**src/rtl/lilme_pkg.sv**
```systemverilog
// Shared types and constants for the matrix-engine command issuer.
package lilme_pkg;

  localparam logic [2:0] ME_NOP = 3'b000;

  typedef enum logic [2:0] {
    StIdle,
    StIssue,
    StWaitBusy,
    StRun,
    StDone
  } state_e;

  typedef struct packed {
    logic [2:0] me;
    logic       a;
    logic       b;
  } cmd_t;

  localparam int unsigned CmdW = $bits(cmd_t);

endpackage

```
**src/rtl/lilme_cmd_fifo.sv**
```systemverilog
// Synchronous command FIFO; DEPTH must be a power of two so pointers wrap naturally.
module lilme_cmd_fifo #(
  parameter int unsigned Width = 5,
  parameter int unsigned DEPTH = 4
) (
  input  logic             clk,
  input  logic             reset,
  input  logic             push_i,
  input  logic [Width-1:0] wdata_i,
  input  logic             pop_i,
  output logic [Width-1:0] rdata_o,
  output logic             full_o,
  output logic             empty_o
);

  localparam int unsigned AW = $clog2(DEPTH);
  localparam int unsigned CW = AW + 1;
  localparam logic [CW-1:0] FullCnt = CW'(DEPTH);

  logic [Width-1:0] mem_q [DEPTH];
  logic [AW-1:0]    wptr_q, rptr_q;
  logic [CW-1:0]    cnt_q;
  logic             do_push, do_pop;

  assign full_o  = (cnt_q == FullCnt);
  assign empty_o = (cnt_q == '0);
  assign do_push = push_i && !full_o;
  assign do_pop  = pop_i && !empty_o;
  assign rdata_o = mem_q[rptr_q];

  always_ff @(posedge clk) begin
    if (do_push) begin
      mem_q[wptr_q] <= wdata_i;
    end
  end

  always_ff @(posedge clk) begin
    if (reset) begin
      wptr_q <= '0;
      rptr_q <= '0;
      cnt_q  <= '0;
    end else begin
      if (do_push) wptr_q <= wptr_q + 1'b1;
      if (do_pop)  rptr_q <= rptr_q + 1'b1;
      unique case ({do_push, do_pop})
        2'b10:   cnt_q <= cnt_q + 1'b1;
        2'b01:   cnt_q <= cnt_q - 1'b1;
        default: cnt_q <= cnt_q;
      endcase
    end
  end

endmodule

```
**src/rtl/lilme_cmd_issuer.sv**
```systemverilog
// Queues engine commands and issues them one at a time, capturing each result.
// Optional watchdog: define LILME_CMD_TIMEOUT_EN.
module lilme_cmd_issuer
  import lilme_pkg::*;
#(
  parameter int unsigned dw      = 31,
  parameter int unsigned DEPTH   = 4,
  parameter int unsigned TIMEOUT = 255
) (
  input  logic        clk,
  input  logic        reset,
  input  logic        cmd_valid,
  output logic        cmd_ready,
  input  logic [2:0]  cmd_me_op,
  input  logic        cmd_a_op,
  input  logic        cmd_b_op,
  output logic [2:0]  ME_opcode,
  output logic        A_opcode,
  output logic        B_opcode,
  input  logic        Busy,
  input  logic [dw:0] result,
  output logic        rsp_valid,
  input  logic        rsp_ready,
  output logic [dw:0] rsp_data,
  output logic        rsp_err,
  output logic        idle
);

  state_e      state_q, state_d;
  logic        rsp_valid_q, rsp_valid_d;
  logic [dw:0] rsp_data_q, rsp_data_d;
  logic        fifo_pop, fifo_full, fifo_empty;
  cmd_t        push_cmd, head;

`ifdef LILME_CMD_TIMEOUT_EN
  localparam int unsigned TW = $clog2(TIMEOUT + 1) + 1;
  localparam logic [TW-1:0] TmoLimit = TW'(TIMEOUT);
  logic          rsp_err_q, rsp_err_d;
  logic [TW-1:0] tmo_q, tmo_d;
`endif

  assign push_cmd = '{me: cmd_me_op, a: cmd_a_op, b: cmd_b_op};

  lilme_cmd_fifo #(
    .Width (CmdW),
    .DEPTH (DEPTH)
  ) u_fifo (
    .clk     (clk),
    .reset   (reset),
    .push_i  (cmd_valid),
    .wdata_i (push_cmd),
    .pop_i   (fifo_pop),
    .rdata_o (head),
    .full_o  (fifo_full),
    .empty_o (fifo_empty)
  );

  always_comb begin
    state_d     = state_q;
    rsp_valid_d = rsp_valid_q;
    rsp_data_d  = rsp_data_q;
    fifo_pop    = 1'b0;
    ME_opcode   = ME_NOP;
    A_opcode    = 1'b0;
    B_opcode    = 1'b0;
`ifdef LILME_CMD_TIMEOUT_EN
    rsp_err_d   = rsp_err_q;
    tmo_d       = tmo_q;
`endif
    if (rsp_valid_q && rsp_ready) rsp_valid_d = 1'b0;

    unique case (state_q)
      StIdle: begin
        if (!fifo_empty && !rsp_valid_q && !Busy) state_d = StIssue;
      end
      StIssue: begin
        fifo_pop = 1'b1;
        // NOP commands are consumed silently and never reach the engine.
        if (head.me == ME_NOP) begin
          state_d = StIdle;
        end else begin
          ME_opcode = head.me;
          A_opcode  = head.a;
          B_opcode  = head.b;
          state_d   = StWaitBusy;
        end
`ifdef LILME_CMD_TIMEOUT_EN
        tmo_d = TW'(1);
`endif
      end
      StWaitBusy: begin
        if (Busy) state_d = StRun;
      end
      StRun: begin
        if (!Busy) begin
          state_d     = StDone;
          rsp_valid_d = 1'b1;
          rsp_data_d  = result;
`ifdef LILME_CMD_TIMEOUT_EN
          rsp_err_d   = 1'b0;
`endif
        end
      end
      StDone: begin
        state_d = StIdle;
      end
      default: begin
        state_d = StIdle;
      end
    endcase

`ifdef LILME_CMD_TIMEOUT_EN
    if ((state_q == StWaitBusy || state_q == StRun) && state_d != StDone) begin
      tmo_d = tmo_q + 1'b1;
      if (tmo_d == TmoLimit) begin
        state_d     = StDone;
        rsp_valid_d = 1'b1;
        rsp_data_d  = '0;
        rsp_err_d   = 1'b1;
      end
    end
`endif
  end

  always_ff @(posedge clk) begin
    if (reset) begin
      state_q     <= StIdle;
      rsp_valid_q <= 1'b0;
      rsp_data_q  <= '0;
`ifdef LILME_CMD_TIMEOUT_EN
      rsp_err_q   <= 1'b0;
      tmo_q       <= '0;
`endif
    end else begin
      state_q     <= state_d;
      rsp_valid_q <= rsp_valid_d;
      rsp_data_q  <= rsp_data_d;
`ifdef LILME_CMD_TIMEOUT_EN
      rsp_err_q   <= rsp_err_d;
      tmo_q       <= tmo_d;
`endif
    end
  end

  assign cmd_ready = !fifo_full;
  assign rsp_valid = rsp_valid_q;
  assign rsp_data  = rsp_data_q;
  assign idle      = fifo_empty && (state_q == StIdle);
`ifdef LILME_CMD_TIMEOUT_EN
  assign rsp_err   = rsp_err_q;
`else
  assign rsp_err   = 1'b0;
`endif

endmodule
```
**config.mk**
```make
export PLATFORM = sky130hd
export DESIGN_NAME = lilme_cmd_issuer
export DESIGN_NICKNAME = d
export VERILOG_FILES = /design/src/rtl/lilme_pkg.sv /design/src/rtl/lilme_cmd_fifo.sv /design/src/rtl/lilme_cmd_issuer.sv
export SDC_FILE = /design/constraint.sdc
export NUM_CORES = 1
export LEC_CHECK = 0
export CORE_MARGIN = 1
export CORE_UTILIZATION = 41
export DETAILED_ROUTE_END_ITERATION = 6
export PLACE_DENSITY = 0.75
export SLEW_MARGIN = 20
export SYNTH_ARGS = -nofsm -noshare
export SYNTH_HDL_FRONTEND = slang
export SYNTH_SLANG_ARGS = --single-unit
export TNS_END_PERCENT = 100
```
**constraint.sdc**
```tcl
create_clock -name clk -period 2.4 [get_ports clk]
set_input_delay 0.36 -clock clk [delete_from_list [all_inputs] [get_ports clk]]
set_output_delay 0.36 -clock clk [all_outputs]
set_load 0.03 [all_outputs]
```
==> results <==
-- cells by family (layout without fill, tap and decap cells) --
| group | Yosys count | after routing | share of synthesized area (%) |
|---|---|---|---|
| mux | 5 | 5 | 4.85 |
| fa+ha+maj | 6 | 6 | 3.23 |
| buf+inv | 24 | 117 | 4.07 |
| other cells | 1 | 1 | 0.147 |
| flops | 65 | 65 | 58.8 |
| compound gates | 48 | 48 | 10.1 |
| xor+xnor | 2 | 2 | 0.686 |
| simple gates | 101 | 101 | 18.1 |
-- flip-flops by register name (all words and copies together), names as in the netlist, named ones only --
register and count:
u_fifo.cnt_q 3, rsp_valid 1, state_q 3, u_fifo.mem_q 20, u_fifo.wptr_q 2, rsp_data 32, u_fifo.rptr_q 2
-- worst min path at each step --
stage                      from            to  slack (ns)  cells past startpoint
6_report            rsp_data[0]   rsp_data[0]        0.45                      2
3_5_place_dp       rsp_data[16]  rsp_data[16]        0.45                      2
4_1_cts            rsp_data[16]  rsp_data[16]        0.45                      2
5_1_grt            rsp_data[30]  rsp_data[30]        0.48                      2
2_1_floorplan  u_fifo.rptr_q[1]          flop        0.45                      2
3_3_place_gp        rsp_data[0]   rsp_data[0]        0.44                      2
-- per-stage QoR --
step	setup slack, ns	instances
after global routing	0.0143	420
after global placement	-0.147	403
after floorplan	0.0635	252
after CTS	0.00869	419
after detailed placement	-0.214	403
final	0.0750	420
-- Yosys cell counts (2+ instances only) --
cell,n
xor2_1,2
a21oi_1,40
buf_2,2
nand3_1,4
a21o_1,2
o21ai_0,2
edfxtp_1,20
and3_1,4
inv_1,6
mux4_2,2
or3_1,3
clkbuf_1,13
ha_1,5
dfxtp_1,45
and2_1,2
mux4_1,3
nand2_1,66
and3_2,2
nor2_1,7
nor3_1,3
-- cell type report --
type                    count  area, sq um
fillers                   505         2230
clock inverters             3         65.1
flip-flops and latches     65         1510
multi-input cells         163          972
well taps                  75         93.8
inverters                   6         22.5
repair buffers             95          917
clock buffers              13          149
-- metal layers --
layer / wire length (um) / vias to the layer above / GRT usage, %
met5: 0 / - / 0
met4: 115 / 0 / 7.14
met2: 2800 / 43 / 30.0
met1: 2480 / 970 / 22.4
met3: 244 / 11 / 5.84
li1: - / 1033 / -
-- worst max-delay path: stages (launching register included) --
cell and delay [ns]:
dfxtp_4 0.39, mux4_2 0.51, or3_4 0.42, and3_4 0.18, buf_6 0.13
-- cell usage in the layout (no fill, tap or decap), types with 2 or more instances in the layout --
cell type,synthesis,layout
edfxtp_1,20,20
clkbuf_8,0,10
a21oi_1,40,40
mux4_1,3,2
clkbuf_1,13,3
dfxtp_1,45,44
a21o_1,2,2
inv_1,6,6
nand2_1,66,66
and3_1,4,4
buf_6,1,2
xor2_1,2,2
nor2_1,7,7
nor3_1,3,3
ha_1,5,5
mux4_2,2,3
clkdlybuf4s50_1,0,75
and3_4,0,2
bufinv_16,0,2
nand3_1,4,4
or3_1,3,2
dlygate4sd2_1,0,3
and2_1,2,2
o21ai_0,2,2
buf_4,1,14
-- timing repair --
action,4_1_cts,5_1_grt
pin swaps,1,1
setup buffers,0,1
resized for setup,19,5
setup endpoints to repair,6,3
-- power by group --
part           internal (mW)  switching [mW]
sequential              1.17          0.0199
clock                  0.614           0.383
combinational          0.161           0.153
==> impl_metrics.env <==
export IMPL_maxSlewHeadroom_pct=62.2
export IMPL_avgSynthCellArea_sq_um=10.1
export IMPL_insertion_delay_ns=0.33
export IMPL_avgRoutedWirePerCell_um=13.4
export IMPL_cts_sinks=65
export IMPL_synth_top_area_share_pct=35.3
export IMPL_r2r_end="u_fifo.cnt_q[2]"
export IMPL_ys_dominant_reg_cell="dfxtp_1"
export IMPL_diodes=0
export IMPL_end_kind="primary output"
export IMPL_hold_viol_final=0
export IMPL_final_layout_size_suffix_gt1_share_pct=11.3
export IMPL_post_route_cell_area_sq_um=3720
export IMPL_final_core_util_pct=62.5
export IMPL_portBuffers=81
export IMPL_skew_ns=0.0109
export IMPL_ys_seq_elements=65
export IMPL_timing_rr_start="u_fifo.cnt_q[2]"
export IMPL_setup_violations=0
export IMPL_dpl_cell_area_sq_um=3490
export IMPL_regToRegSetupSlack_ns=0.19
export IMPL_start_kind="flop"
export IMPL_power_density_nw_per_um2=670
export IMPL_hold_slack_ns=0.452
export IMPL_dr_pass1_iters=4
export IMPL_grt_pass1_wl_um=9060
export IMPL_tightest_slew_ns=0.566
export IMPL_rsz0062_at_grt="false"
export IMPL_dieArea_sq_um=6550
export IMPL_fmax_mhz=430
export IMPL_synth_edf_count=20
export IMPL_drt_iter0_markers=97
export IMPL_crit_path_max_fanout=4
export IMPL_ys_warn_count=0
export IMPL_dp_hpwl_um=3960
export IMPL_total_power_mw=2.50
export IMPL_routed_wl_um=5650
export IMPL_tritoncts="built"
export IMPL_syn_nets=300
export IMPL_yosysTopAreaCell="dfxtp_1"
export IMPL_required_ns=2.04
export IMPL_vdd_ir_drop_max_v=0.000439
export IMPL_synth_cells=252
export IMPL_worstPathArrival_ns=1.97
export IMPL_cts_buffer_depth=2
export IMPL_ys_async_sr_fraction_pct=0
export IMPL_reg2reg_depth=8
export IMPL_grt_usage_pct=18.3
export IMPL_grt_pass1_vias=1990
export IMPL_start_util_pct=42.9
export IMPL_drc=0
export IMPL_maxCapViolCount=0
export IMPL_gp_routability_congestion=0.709
export IMPL_row_count=28
export IMPL_yosys_top_cells_area="dfxtp_1 35%, edfxtp_1 24%, nand2_1 9.7%"
export IMPL_core_sq_um=5960
export IMPL_die_y_um=80.9
export IMPL_ios=83
export IMPL_crit_type="reg2out"
export IMPL_ctsHoldBuffers=0
export IMPL_vias_per_cell=4.90
export IMPL_seq_area_frac_synth_pct=58.8
export IMPL_clk_pin_slew_ns=0.07
export IMPL_status="finished clean"
export IMPL_num_vias=2057
export IMPL_antenna_left=0
export IMPL_cts_htree_levels=3
export IMPL_maxSlewViolCount=0
export IMPL_hold_class="reg2reg"
export IMPL_synth_cell_type_count=39
export IMPL_synth_area_sq_um=2550
export IMPL_grt_overflow_total=0
export IMPL_leakage_nw=1.33
export IMPL_crit_end="B_opcode"
export IMPL_antenna_found_initial=0
export IMPL_cts_buffers=9
export IMPL_synthToLayoutAreaGrowth_pct=45.9
export IMPL_fin_setup_tns_ns=0
export IMPL_grt_start_max_net_pins=35
export IMPL_die_w_um=80.9
export IMPL_fin_crit_ns=2.33
export IMPL_min_period_over_period_pct=96.9
export IMPL_nNetsFinal=388
export IMPL_cts_root_buf="clkbuf_8"
No activity file was read; power rests on OpenSTA's default activity.
